File: config.mk
export PLATFORM = sky130hd
export DESIGN_NAME = cpu_run_ctrl
export DESIGN_NICKNAME = d
export VERILOG_FILES = /design/src/rtl/cpu_run_ctrl.sv
export SDC_FILE = /design/constraint.sdc
export NUM_CORES = 1
export LEC_CHECK = 0
export CAP_MARGIN = 0
export CORE_MARGIN = 2
export CORE_UTILIZATION = 58
export CTS_CLUSTER_SIZE = 8
export DETAILED_ROUTE_END_ITERATION = 10
export MAX_ROUTING_LAYER = met4
export PLACE_DENSITY = 0.83
export SYNTH_ARGS = -nofsm -noshare
export SYNTH_HDL_FRONTEND = slang
export SYNTH_SLANG_ARGS = --single-unit
File: constraint.sdc
create_clock -name clk -period 2.35 [get_ports clk]
set_input_delay 0.47 -clock clk [delete_from_list [all_inputs] [get_ports clk]]
set_output_delay 0.47 -clock clk [all_outputs]
set_load 0.01 [all_outputs]
File: src/rtl/cpu_run_ctrl.sv
// Front-panel run controller for the 16-bit CPU.
// It debounces the four board keys and sequences the CPU through reset, halt,
// single-step and run. It also counts the cycles in which the CPU is enabled
// and toggles the hex-display source.
module cpu_run_ctrl #(
  parameter int DEBOUNCE_CYCLES = 500000,
  parameter int RESET_HOLD      = 16,
  parameter int CYC_W           = 16
) (
  input  logic             clk,
  input  logic             rst_n,
  input  logic [3:0]       key_n,
  input  logic             halt_req,
  output logic             cpu_en,
  output logic             cpu_rst,
  output logic [1:0]       state,
  output logic [CYC_W-1:0] cycle_cnt,
  output logic             disp_sel
);

  localparam int DB_W   = $clog2(DEBOUNCE_CYCLES + 1);
  localparam int HOLD_W = $clog2(RESET_HOLD + 1);
  localparam logic [DB_W-1:0]   DB_LAST   = DB_W'(DEBOUNCE_CYCLES - 1);
  localparam logic [HOLD_W-1:0] HOLD_LAST = HOLD_W'(RESET_HOLD - 1);

  typedef enum logic [1:0] {
    S_RESET = 2'd0,
    S_HALT  = 2'd1,
    S_STEP  = 2'd2,
    S_RUN   = 2'd3
  } state_e;

  logic [3:0] sync1_q;
  logic [3:0] sync2_q;
  logic [3:0] key_lvl;
  logic [3:0] key_lvl_prev_q;
  logic [3:0] press;

  state_e            state_q, state_d;
  logic [HOLD_W-1:0] hold_q, hold_d;
  logic [CYC_W-1:0]  cyc_q, cyc_d;
  logic              disp_q;

  // Two-stage synchronizer for the raw key pins; keys idle high (released).
  always_ff @(posedge clk or negedge rst_n) begin
    if (!rst_n) begin
      sync1_q <= 4'hF;
      sync2_q <= 4'hF;
    end else begin
      sync1_q <= key_n;
      sync2_q <= sync1_q;
    end
  end

  genvar gi;
  generate
    for (gi = 0; gi < 4; gi++) begin : g_key
      logic [DB_W-1:0] cnt_q;
      logic            lvl_q;

      // A new level is accepted after DEBOUNCE_CYCLES consecutive differing samples.
      always_ff @(posedge clk or negedge rst_n) begin
        if (!rst_n) begin
          cnt_q <= '0;
          lvl_q <= 1'b1;
        end else if (sync2_q[gi] == lvl_q) begin
          cnt_q <= '0;
        end else if (cnt_q == DB_LAST) begin
          lvl_q <= sync2_q[gi];
          cnt_q <= '0;
        end else begin
          cnt_q <= cnt_q + 1'b1;
        end
      end

      assign key_lvl[gi] = lvl_q;
    end
  endgenerate

  // Previous debounced levels, used to turn each debounced press edge into a 1-cycle pulse.
  always_ff @(posedge clk or negedge rst_n) begin
    if (!rst_n) begin
      key_lvl_prev_q <= 4'hF;
    end else begin
      key_lvl_prev_q <= key_lvl;
    end
  end

  assign press = key_lvl_prev_q & ~key_lvl;

  // Next-state logic. The reset key overrides everything, then run/halt, then step.
  always_comb begin
    state_d = state_q;
    hold_d  = hold_q;
    cyc_d   = cyc_q;
    if (cpu_en) begin
      cyc_d = cyc_q + 1'b1;
    end
    case (state_q)
      S_RESET: begin
        if (hold_q == HOLD_LAST) begin
          state_d = S_HALT;
          hold_d  = '0;
        end else begin
          hold_d = hold_q + 1'b1;
        end
      end
      S_HALT: begin
        if (press[2]) begin
          state_d = S_RUN;
        end else if (press[1]) begin
          state_d = S_STEP;
        end
      end
      S_STEP:  state_d = S_HALT;
      S_RUN: begin
        // The cycle in which halt is seen is still an enabled cycle.
        if (press[2] || halt_req) begin
          state_d = S_HALT;
        end
      end
      default: state_d = S_RESET;
    endcase
    if (press[0]) begin
      state_d = S_RESET;
      hold_d  = '0;
      cyc_d   = '0;
    end
  end

  // State, reset-hold counter and executed-cycle counter registers.
  always_ff @(posedge clk or negedge rst_n) begin
    if (!rst_n) begin
      state_q <= S_RESET;
      hold_q  <= '0;
      cyc_q   <= '0;
    end else begin
      state_q <= state_d;
      hold_q  <= hold_d;
      cyc_q   <= cyc_d;
    end
  end

  // Display select flips on each display-key press, independent of the FSM.
  always_ff @(posedge clk or negedge rst_n) begin
    if (!rst_n) begin
      disp_q <= 1'b0;
    end else if (press[3]) begin
      disp_q <= ~disp_q;
    end
  end

  assign cpu_rst   = (state_q == S_RESET);
  assign cpu_en    = (state_q == S_STEP) || (state_q == S_RUN);
  assign state     = state_q;
  assign cycle_cnt = cyc_q;
  assign disp_sel  = disp_q;

endmodule

==> results.sh, run 1 <==
export IMPL_setup_viol=0
export IMPL_fin_util_pct=72.04
export IMPL_h_tree_depth=4
export IMPL_dp_slack_ns=0.1874
export IMPL_sw_frac_of_total_pct=18.82
export IMPL_arrival_ns=2.55
export IMPL_avgSynthCellArea_um2=10.29
export IMPL_dr_first_iter_drc_count=270
export IMPL_rows=35
export IMPL_seq_power_share_pct=39.7
export IMPL_fp_dieH_um=101.4
export IMPL_cts_root_buf="clkbuf_8"
export IMPL_postCtsSetupBuffers=0
export IMPL_hold_viol_final=0
export IMPL_fillCellCount=615
export IMPL_grt_max_degree=117
export IMPL_nets=591
export IMPL_hold_buffers=0
export IMPL_ff2ff_setup_slack_ns=0.17
export IMPL_period_needed_ns=2.184
export IMPL_cts_tree="yes"
export IMPL_first_pass_iters=4
export IMPL_ys_warn_count=0
export IMPL_max_vdd_ir_drop_v=0.0004599
export IMPL_synth_edf_count=0
export IMPL_max_freq_ghz=0.4578
export IMPL_max_cap_violations=0
export IMPL_routed_wl_um=11410
export IMPL_grt_pass1_wl_um=19690
export IMPL_drcViolationCount=0
export IMPL_crit_path_start_kind="flip-flop"
export IMPL_hold_path_class="in2async"
export IMPL_p_leak_nw=2.706
export IMPL_ys_ff_latch=116
export IMPL_core_area_um2=9240
export IMPL_p_sw_w=0.0009723
export IMPL_clkSlewWorstSetupHoldPaths_ns=0.06
export IMPL_routedWlPerCell_um=15.84
export IMPL_finalPower_w=0.005167
export IMPL_ys_flop_type="dfrtp_1"
export IMPL_cts_buffers_inserted=17
export IMPL_num_vias=4179
export IMPL_rsz0062_at_grt="false"
export IMPL_cts_sinks=116
export IMPL_slew_violations=0
export IMPL_crit_path_max_incr_delay_ns=0.56
export IMPL_p_per_area_nw_per_um2=776.3
export IMPL_clockPowerShare_pct=58.0
export IMPL_via_per_inst=5.804
export IMPL_critPathSlowestCell="or4_4"
export IMPL_grt_ovfl_total=0
export IMPL_worst_setup_path_type="reg2reg"
export IMPL_numPortBuffers=27
export IMPL_clk_latency_ns=0.52
export IMPL_yosysSeqAreaShare_pct=53.10
export IMPL_crit_path_cell_trace="or3b_2 -> or4_4 -> o21ai_4 -> nor2_1"
export IMPL_place_hpwl_um=6997
export IMPL_ios=28
export IMPL_tns_ns=0
export IMPL_max_slew_margin_pct=59.74
export IMPL_start_util_pct=59.57
export IMPL_diodes=0
export IMPL_status="complete, no violations"
export IMPL_dieWidth_um=101.4
export IMPL_rr_endpoint="g_key[2].cnt_q[6]"
export IMPL_worst_slew_pin_slew_ns=0.6039
export IMPL_setup_ws_ns=0.1656
export IMPL_grt_pass1_vias=4124
export IMPL_timing_rr_start="g_key[2].cnt_q[6]"
export IMPL_drive_gt1_share_pct=13.87
export IMPL_clock_path_buffers=2
export IMPL_period_share_pct=92.95
export IMPL_cp_end_kind="flip-flop"
export IMPL_cp_required_ns=2.72
export IMPL_gp_congestion=0.8649
export IMPL_syn_inst=535
export IMPL_antenna_found_initial=0
export IMPL_syn_area_um2=5504
export IMPL_area_growth_pct=20.94
export IMPL_p_comb_share_pct=2.3
export IMPL_intPower_w=0.004195
export IMPL_crit_fanout=18
export IMPL_syn_nets=548
export IMPL_yosysUniqueCellTypes=46
export IMPL_dieArea_um2=10290
export IMPL_postRouteAntennaNets=0
export IMPL_synthArstFlopShare_pct=100.0
export IMPL_grt_use_total_pct=25.19
export IMPL_worstRegToRegCells=4
export IMPL_fin_worst_skew_ns=0.007049
[metrics by stage]
stage	hold WS [ns]	cell area, um^2	cells
final	0.006083	6656	720
after global routing	0.07755	6656	720
after CTS	0.05254	6654	720
after detailed placement	0.3468	5961	688
after global placement	0.3457	5961	688
after floorplan	0.1744	5504	535
[critical path, delay by kind of cell, from the launching register on]
family,cells,cell delay [ns]
flops,1,0.45
compound gates,1,0.41
simple gates,3,1.17
[final cells by class]
cell class / count / area [um^2] / share of cell area (%)
Tap cell: 129 / 161.4 / 2.425
Clock buffer: 23 / 466.7 / 7.011
Inverter: 17 / 63.81 / 0.9586
Clock inverter: 9 / 222.7 / 3.346
Multi-Input combinational cell: 390 / 2455 / 36.88
Timing Repair Buffer: 36 / 362.8 / 5.451
Sequential cell: 116 / 2924 / 43.93
[state kept, by name, indices dropped and copies added (netlist names)]
name	count
disp_sel	1
g_key.cnt_q	76
state	2
sync2_q	4
key_lvl_prev_q	4
g_key.lvl_q	4
hold_q	5
cycle_cnt	16
sync1_q	4
[routing by layer]
metal  GRT usage [%]  up-vias  part of all wire, %
met3           6.418       19                  4.2
li1                -     1985                    -
met1           31.53     2064                   43
met4           9.771        0                  1.4
met5               -        -                    0
met2           39.53      111                   51
[Yosys cell counts (3+ instances only)]
library cell  number  share of area [%]
a21oi_1           25                2.3
and2_1             5               0.57
and3_1             5               0.57
and4_1             5               0.80
buf_2              4               0.36
clkbuf_1           4               0.27
dfrtp_1          100                 45
dfstp_2           16                7.6
ha_1               6                1.4
inv_1             17                1.2
mux2_2             4               0.82
nand2_1           33                2.3
nand2b_1           5               0.57
nand3_1           24                2.2
nand3_2            3               0.55
nand4_1           21                2.4
nor2_1            79                5.4
nor3_1            11                1.0
nor4_1            13                1.5
nor4b_1            4               0.64
o21ai_0           15                1.4
o31ai_1            8                1.1
o41ai_1            3               0.48
or3_1             12                1.4
or3_2              5               0.68
or3b_2             3               0.48
or4_1             12                1.6
or4b_1             3               0.55
xnor2_1           38                6.0
xor2_1            29                4.6
[power by group through the flow]
stage / Clock [W] / Combinational [W] / Sequential, W
finish: 0.00300 / 0.000119 / 0.00205
CTS: 0.00302 / 0.000124 / 0.00205
detailed placement: 0 / 0.000123 / 0.00209
floorplan: 0 / 0.0000539 / 0.00208
global route: 0.00314 / 0.000139 / 0.00205
global placement: 0 / 0.000117 / 0.00208
[cell usage in the layout, fill, tap and decap left out, types with 16 or more instances in the layout]
cell type / instances
dfrtp_1: 99
nor2_1: 78
xor2_1: 29
nand4_1: 21
inv_1: 17
a21oi_1: 25
nand3_1: 24
clkbuf_16: 16
clkdlybuf4s50_1: 25
dfstp_2: 16
nand2_1: 33
xnor2_1: 38
[how the worst max path moves through the flow]
stage,start,to,slack [ns],depth (start not counted)
2_1_floorplan,g_key[0].cnt_q[11],g_key[0].cnt_q[10],0.36,5
3_3_place_gp,g_key[0].cnt_q[11],g_key[0].cnt_q[14],0.25,4
3_5_place_dp,g_key[0].cnt_q[11],g_key[0].cnt_q[7],0.19,4
4_1_cts,state[1],cpu_rst,0.06,2
5_1_grt,g_key[0].cnt_q[11],g_key[0].cnt_q[10],0.07,4
6_report,g_key[2].cnt_q[6],g_key[2].cnt_q[6],0.17,4
[timing repair]
item                                    CTS  global route
pin swaps                                 0             0
resized for setup                         2             1
endpoints found under the setup margin    1             1
hold endpoints to repair                  0             0
[cell families (layout without fill, tap and decap cells)]
kind of cell             Yosys count  count (layout)  synth area share, %
multiplexers                       5               5                1.000
adder cells (fa/ha/maj)            6               6                1.364
AND/OR/NAND/NOR                  254             254                25.01
XOR/XNOR                          67              67                10.66
AO/OA/AOI/OAI                     58              58                6.524
buffers and inverters             29              85                2.341
flip-flops                       116             116                53.10
Note: power is estimated with default switching activity, not from simulation.
==> run 2: changes to the inputs <==
--- a/config.mk
+++ b/config.mk
@@ -7,11 +7,11 @@
 export LEC_CHECK = 0
 export CAP_MARGIN = 0
 export CORE_MARGIN = 2
-export CORE_UTILIZATION = 58
+export CORE_UTILIZATION = 45
 export CTS_CLUSTER_SIZE = 8
 export DETAILED_ROUTE_END_ITERATION = 10
 export MAX_ROUTING_LAYER = met4
-export PLACE_DENSITY = 0.83
+export PLACE_DENSITY = 0.69
 export SYNTH_ARGS = -nofsm -noshare
 export SYNTH_HDL_FRONTEND = slang
 export SYNTH_SLANG_ARGS = --single-unit
==> constraint.sdc (replaced) <==
create_clock -name clk -period 2.1 [get_ports clk]
set_input_delay 0.42 -clock clk [delete_from_list [all_inputs] [get_ports clk]]
set_output_delay 0.42 -clock clk [all_outputs]
set_load 0.01 [all_outputs]
==> results.sh, run 2 (synthesis results as in run 1) <==
export IMPL_status="complete, no violations"
export IMPL_grt_use_total_pct=18.78
export IMPL_p_per_area_nw_per_um2=818.1
export IMPL_diodes=0
export IMPL_gp_congestion=0.8231
export IMPL_clk_latency_ns=0.41
export IMPL_grt_max_degree=50
export IMPL_fp_dieH_um=114.6
export IMPL_largest_register_ffs=76
export IMPL_crit_path_start_kind="flip-flop"
export IMPL_via_per_inst=5.463
export IMPL_postRouteAntennaNets=0
export IMPL_routed_wl_um=10950
export IMPL_dr_first_iter_drc_count=326
export IMPL_grt_pass1_vias=4120
export IMPL_slew_violations=0
export IMPL_drcViolationCount=0
export IMPL_top_layer_used="met4"
export IMPL_ios=28
export IMPL_dieArea_um2=13130
export IMPL_period_needed_ns=2.035
export IMPL_met1_length_um=4999
export IMPL_cts_root_buf="clkbuf_16"
export IMPL_numPortBuffers=27
export IMPL_place_hpwl_um=7416
export IMPL_cp_required_ns=2.44
export IMPL_rows=40
export IMPL_cp_end_kind="flip-flop"
export IMPL_start_util_pct=46.01
export IMPL_crit_path_max_incr_delay_ns=0.55
export IMPL_crit_path_cell_trace="or4_1 -> or4_4 -> nor2_1 -> mux2_2"
export IMPL_dieWidth_um=114.6
export IMPL_max_slew_margin_pct=68.97
export IMPL_area_growth_pct=23.48
export IMPL_max_freq_ghz=0.4913
export IMPL_final_common_cell="dfrtp_1"
export IMPL_routedWlPerCell_um=14.45
export IMPL_grt_ovfl_total=0
export IMPL_cts_sinks=116
export IMPL_crit_fanout=4
export IMPL_max_cap_violations=0
export IMPL_num_vias=4141
export IMPL_max_vdd_ir_drop_v=0.0004875
export IMPL_fillCellCount=1005
export IMPL_worst_slew_pin_slew_ns=0.4654
export IMPL_antenna_found_initial=0
export IMPL_cts_buffers_inserted=17
export IMPL_met2WireLength_um=5298
export IMPL_fin_cells=758
export IMPL_fin_worst_skew_ns=0.007045
export IMPL_core_area_um2=11960
export IMPL_setup_viol=0
export IMPL_final_cell_mix="99 x dfrtp_1, 78 x nor2_1, 38 x xnor2_1, 33 x nand2_1, 29 x xor2_1"
export IMPL_hold_path_class="reg2reg"
export IMPL_met3_length_um=454
export IMPL_placed_cells=725
export IMPL_arrival_ns=2.37
export IMPL_drive_gt1_share_pct=16.53
export IMPL_clock_path_buffers=2
export IMPL_grt_pass1_wl_um=18860
export IMPL_critPathSlowestCell="or4_4"
export IMPL_worst_setup_path_type="reg2reg"
export IMPL_h_tree_depth=4
export IMPL_hold_viol_final=0
export IMPL_period_share_pct=96.92
export IMPL_first_pass_iters=4
export IMPL_rsz0062_at_grt="false"
export IMPL_clkSlewWorstSetupHoldPaths_ns=0.05
export IMPL_nets=611
export IMPL_top_register="g_key.cnt_q"
export IMPL_cts_tree="yes"
export IMPL_p_leak_nw=2.792
export IMPL_tns_ns=0
-- run 2: power by group --
part           internal, W  switching, W
combinational    0.0000528     0.0000948
clock              0.00216      0.000961
sequential         0.00227     0.0000235
-- run 2: path summary, 6_finish.rpt --
path | from | end | slack [ns] | cells after the start
setup / recovery | g_key[0].cnt_q[12] | g_key[0].lvl_q | 0.06 | 4
hold / removal | sync1_q[2] | sync2_q[2] | 0.35 | 0
setup reg to reg | g_key[0].cnt_q[12] | g_key[0].lvl_q | 0.06 | 4
hold reg to reg | sync1_q[2] | sync2_q[2] | 0.35 | 0
max in group asynchronous | rst_n | key_lvl_prev_q[3] | 0.92 | 3
min in group asynchronous | rst_n | g_key[2].cnt_q[5] | 0.51 | 2
-- run 2: routing by layer --
layer  up-vias  GRT usage (%)
met1      2020          23.46
met3        18          4.976
met4         0          8.455
met5         -              -
met2        82          28.72
li1       2021              -
-- run 2: what timing repair did --
item / 4_1_cts / 5_1_grt
setup buffers: 0 / 0
hold endpoints to repair: 27 / 0
gates cloned: 0 / 0
hold buffers: 1 / 0
resized for setup: 1 / 2
endpoints found under the setup margin: 1 / 3
-- run 2: critical path, delay by kind of cell, from the launching register on --
| family | cells | cell delay [ns] |
|---|---|---|
| flip-flops | 1 | 0.41 |
| AND/OR/NAND/NOR | 3 | 1.20 |
| multiplexers | 1 | 0.35 |
-- run 2: cell type report --
cell class | instances | area (um^2) | share of cell area, %
multi-input cells | 390 | 2455 | 36.12
repair buffers | 56 | 528.0 | 7.769
clock buffers | 22 | 464.2 | 6.830
well taps | 147 | 183.9 | 2.706
clock inverters | 10 | 177.7 | 2.614
inverters | 17 | 63.81 | 0.9389
flip-flops and latches | 116 | 2924 | 43.02
-- run 2: metrics by stage --
stage	cell area (um^2)	util, %	hold slack, ns	power [W]	setup WS [ns]
after detailed placement	6138	51.32	0.3472	0.002482	0.08584
after CTS	6793	56.79	0.3548	0.005617	0.008784
final	6797	56.82	0.3537	0.005560	0.06458
after global routing	6797	56.82	0.3523	0.005737	0.007832
after global placement	6138	51.32	0.3454	0.002475	0.1306
after floorplan	5504	-	0.1244	0.002388	0.1128
==> variant 1 (config.mk and constraints of run 2) <==
Take the reset off `hold_q` and load it in a clocked block of its own.
--- a/src/rtl/cpu_run_ctrl.sv
+++ b/src/rtl/cpu_run_ctrl.sv
@@ -134,3 +134,2 @@
       state_q <= S_RESET;
-      hold_q  <= '0;
       cyc_q   <= '0;
@@ -138,5 +137,8 @@
       state_q <= state_d;
-      hold_q  <= hold_d;
       cyc_q   <= cyc_d;
     end
+  end
+
+  always_ff @(posedge clk) begin
+    hold_q <= hold_d;
   end
Behaviour: same outputs for any inputs over 10 cycles, from zero or initial values and one cycle with rst_n low; that may be too few to reach the edited logic, so the function may still have changed.
==> variant 1 against run 2 <==
Critical path depth did not move; setup slack improved by 27 ps; routed wire length fell by 5.3%; synthesized area shrank 1.6%; clock skew rose by 1.2 ps; sequential cell count unchanged; cell count shrank 2.4%; cell area fell by 2.5%; total power increased by 1.8%.
==> variant 1: results (changes against run 2) <==
WL final: 10.37 mm (was 10.95 mm)
Syn nets: 544 (was 548)
Final HPWL DP: 7.018 mm (was 7.416 mm)
Run status: complete, no violations (unchanged)
WL met3: 352 um (was 454 um)
Initial DRC Count: 233 (was 326)
Final Net Count: 593 (was 611)
Register area share after synthesis: 53.52% (was 53.10%)
Pleak: 2.733 nW (was 2.792 nW)
Worst Skew: 8.245 ps (was 7.045 ps)
Layout Cells excl Fill: 740 (was 758)
RePlAce Congestion: 0.8299 (was 0.8231)
Number of fill cells: 1018 (was 1005)
Synth area leaders: dfrtp_1 44%, dfstp_2 7.8%, xor2_1 5.8% (was dfrtp_1 45%, dfstp_2 7.6%, xnor2_1 6.0%)
Gates resized, CTS repair: 2 (was 1)
Worst skew pair latency: 400 ps
Metal2 WL: 4.903 mm (was 5.298 mm)
Max incr delay on CP: 540 ps
Vias per inst: 5.423 (was 5.463)
Grt met2 use: 27.98% (was 28.72%)
Placed Cells: 707 (was 725)
NetSw: 0.001064 W (was 0.001079 W)
Hold Path Origin: sync1_q[0] (was sync1_q[2])
Largest net degree at the start of global routing: 48 (was 50)
Compound-cell area share of the yosys netlist: 7.280% (was 6.524%)
Synth cell count leaders: 95 x dfrtp_1, 71 x nor2_1, 36 x nand2_1, 36 x xor2_1, 27 x xnor2_1 (was 100 x dfrtp_1, 79 x nor2_1, 38 x xnor2_1, 33 x nand2_1, 29 x xor2_1)
Worst vdd ir: 0.3666 mV (was 0.4875 mV)
Asr flop ratio synth: 95.69% (was 100.0%)
Syn_area_per_cell: 10.20 sq um (was 10.29 sq um)
Post-synthesis cell type count: 51 (was 46)
Met1 WL: 4.894 mm (was 4.999 mm)
Global-route wire length before repair: 17.91 mm (was 18.86 mm)
Mux cell area share after synthesis: 1.202% (was 1.000%)
Layout cell share with drive strength beyond 1: 13.49% (was 16.53%)
Post-CTS setup buffer count: 0 (unchanged)
Final Util: 55.88% (was 56.82%)
CP startpoint: g_key[0].cnt_q[14] (was g_key[0].cnt_q[12])
variant 1: changes by cell type in the layout (fill, tap and decap cells not counted), sizes merged, moves of 4 or more:
cell	before	now
dfxtp	0	5
and4	5	11
xor2	29	36
nor4	13	7
dfrtp	100	95
xnor2	38	27
nor2	79	71
buf	29	18
nand3	27	23
variant 1: final timing paths:
check | cells past startpoint | end | slack, ps
setup / recovery | 4 | g_key[0].lvl_q | 90
setup reg to reg | 4 | g_key[0].lvl_q | 90
hold / removal | 0 | sync2_q[0] | 350
max in group asynchronous | 3 | key_lvl_prev_q[0] | 1010
hold reg to reg | 0 | sync2_q[0] | 350
min in group asynchronous | 2 | g_key[3].cnt_q[18] | 470
variant 1: power by group through the flow:
| stage | clock [W] | sequential (W) | combinational [W] |
|---|---|---|---|
| final | 0.00323 | 0.00229 | 0.000136 |
| after global placement | 0 | 0.00233 | 0.000135 |
| after CTS | 0.00329 | 0.00229 | 0.000141 |
| after detailed placement | 0 | 0.00233 | 0.000139 |
| after floorplan | 0 | 0.00233 | 0.0000552 |
| after global routing | 0.00341 | 0.00230 | 0.000156 |
variant 1: metrics by stage:
| step | setup WS, ps | power (W) | cell area, sq um |
|---|---|---|---|
| finish | 91.34 | 0.005658 | 6628 |
| global route | 0.9934 | 0.005861 | 6628 |
| CTS | 95.39 | 0.005729 | 6628 |
| detailed placement | 105.5 | 0.002470 | 5953 |
| global placement | 124.9 | 0.002464 | 5953 |
| floorplan | 100.3 | 0.002382 | 5414 |
variant 1: cell type report:
class,instances,share of cell area [%]
clock buffer,21,6.947
clock inverter,11,3.096
inverter,19,1.076
multi-input combinational,381,35.91
sequential,116,43.72
tap,147,2.775
timing repair buffer,45,6.475
==> variant 2 (flow settings as in run 2) <==
Without the edit above. The parameter `DEBOUNCE_CYCLES` goes from 500000 to 1000000.
--- a/src/rtl/cpu_run_ctrl.sv
+++ b/src/rtl/cpu_run_ctrl.sv
@@ -5,3 +5,3 @@
 module cpu_run_ctrl #(
-  parameter int DEBOUNCE_CYCLES = 500000,
+  parameter int DEBOUNCE_CYCLES = 1000000,
   parameter int RESET_HOLD      = 16,
Check against the original RTL: no difference found for any inputs over 10 cycles, from zero or initial values and one cycle with rst_n low; that may be too few to reach the edited logic, so the function may still have changed.
==> variant 2 against run 2 <==
Global-route usage up 0.21 points; count of clock-buffer cells in the layout down 5; register-to-register slack better by 30 ps; core utilization up 0.22 points; via count up 3.5%; setup slack better by 17 ps; synthesized area up 2.3%; total power down 2.1%; cell count up 5.9%; critical path depth down 2; sequential cell count up 4; routed wire length up 2.4%; cell area up 1.6%; critical path type is now reg2out; largest power group unchanged.
==> variant 2: results (changes against run 2) <==
Run status: complete, no violations (unchanged)
Synth area leaders: dfrtp_1 46%, xnor2_1 7.8%, dfstp_2 7.5% (was dfrtp_1 45%, dfstp_2 7.6%, xnor2_1 6.0%)
Vias in the first global route: 4231 (was 4120)
Post-synthesis cell type count: 37 (was 46)
Worst vdd ir: 0.6088 mV (was 0.4875 mV)
Post-Synth XOR/XNOR Area: 11.51% (was 10.66%)
Mux cell area share after synthesis: 1.333% (was 1.000%)
Vias per inst: 5.336 (was 5.463)
Metal2 WL: 5.381 mm (was 5.298 mm)
Fin worst setup slack: 81.97 ps (was 64.58 ps)
Syn nets: 574 (was 548)
Max reg flops: 80 (was 76)
Post-place setup slack: 88.91 ps (was 85.84 ps)
Worst Skew: 5.784 ps (was 7.045 ps)
Clock power share: 54.0% (was 56.1%)
Layout cell share with drive strength beyond 1: 14.49% (was 16.53%)
#MultiIn Comb: 409 (was 390)
Global-route wire length before repair: 19.43 mm (was 18.86 mm)
Seq area share: 43.78% (was 43.02%)
PD cells: 788.4 mW/mm^2 (was 818.1 mW/mm^2)
Crit path DAT: 1600 ps (was 2370 ps)
Post-synthesis adder-cell area fraction: 1.333% (was 1.364%)
Slew @ Worst Pin: 576.2 ps (was 465.4 ps)
WL final: 11.22 mm (was 10.95 mm)
WL met3: 506 um (was 454 um)
Fraction of area in multi-input gates: 36.17% (was 36.12%)
Synth cell count leaders: 104 x dfrtp_1, 93 x nor2_1, 50 x xnor2_1, 37 x nand2_1, 26 x nand3_1 (was 100 x dfrtp_1, 79 x nor2_1, 38 x xnor2_1, 33 x nand2_1, 29 x xor2_1)
Hold Path Class: in2async (was reg2reg)
Synth Register Bits: 120 (was 116)
Area Overhead vs Synth: 22.66% (was 23.48%)
Final Net Count: 635 (was 611)
Compound-cell area share of the yosys netlist: 5.421% (was 6.524%)
Seq power: 0.00237 W (was 0.00230 W)
Met3 Resource Use GR: 6.067% (was 4.976%)
-- variant 2: cell count changes after synthesis, sizes merged, moves of 5 or more --
cell	run 2	this run
a21oi	25	20
nand4b	0	5
nor4	13	19
xor2	29	24
xnor2	38	50
nor2	79	93
or4	14	8
buf	8	2
clkbuf	4	10
and2	5	0
nor3	11	22
and3	5	10
-- variant 2: final timing paths --
| path | start | to | depth (start not counted) |
|---|---|---|---|
| setup / recovery | state[1] | state[1] | 2 |
| hold / removal | rst_n | g_key[2].cnt_q[16] | 1 |
| setup reg to reg | g_key[0].cnt_q[12] | g_key[0].lvl_q | 4 |
| hold reg to reg | sync1_q[2] | sync2_q[2] | 0 |
| max in group asynchronous | rst_n | sync1_q[0] | 2 |
| min in group clk | sync1_q[2] | sync2_q[2] | 0 |
-- variant 2: critical path: stages, from the launching register on --
cell	delay [ps]
dfrtp_2	460
buf_4	180
clkdlybuf4s50_1	550
-- variant 2: what timing repair did --
action                                  CTS  global route
endpoints found under the setup margin    2             1
resized for setup                         2             0
gates cloned                              0             0
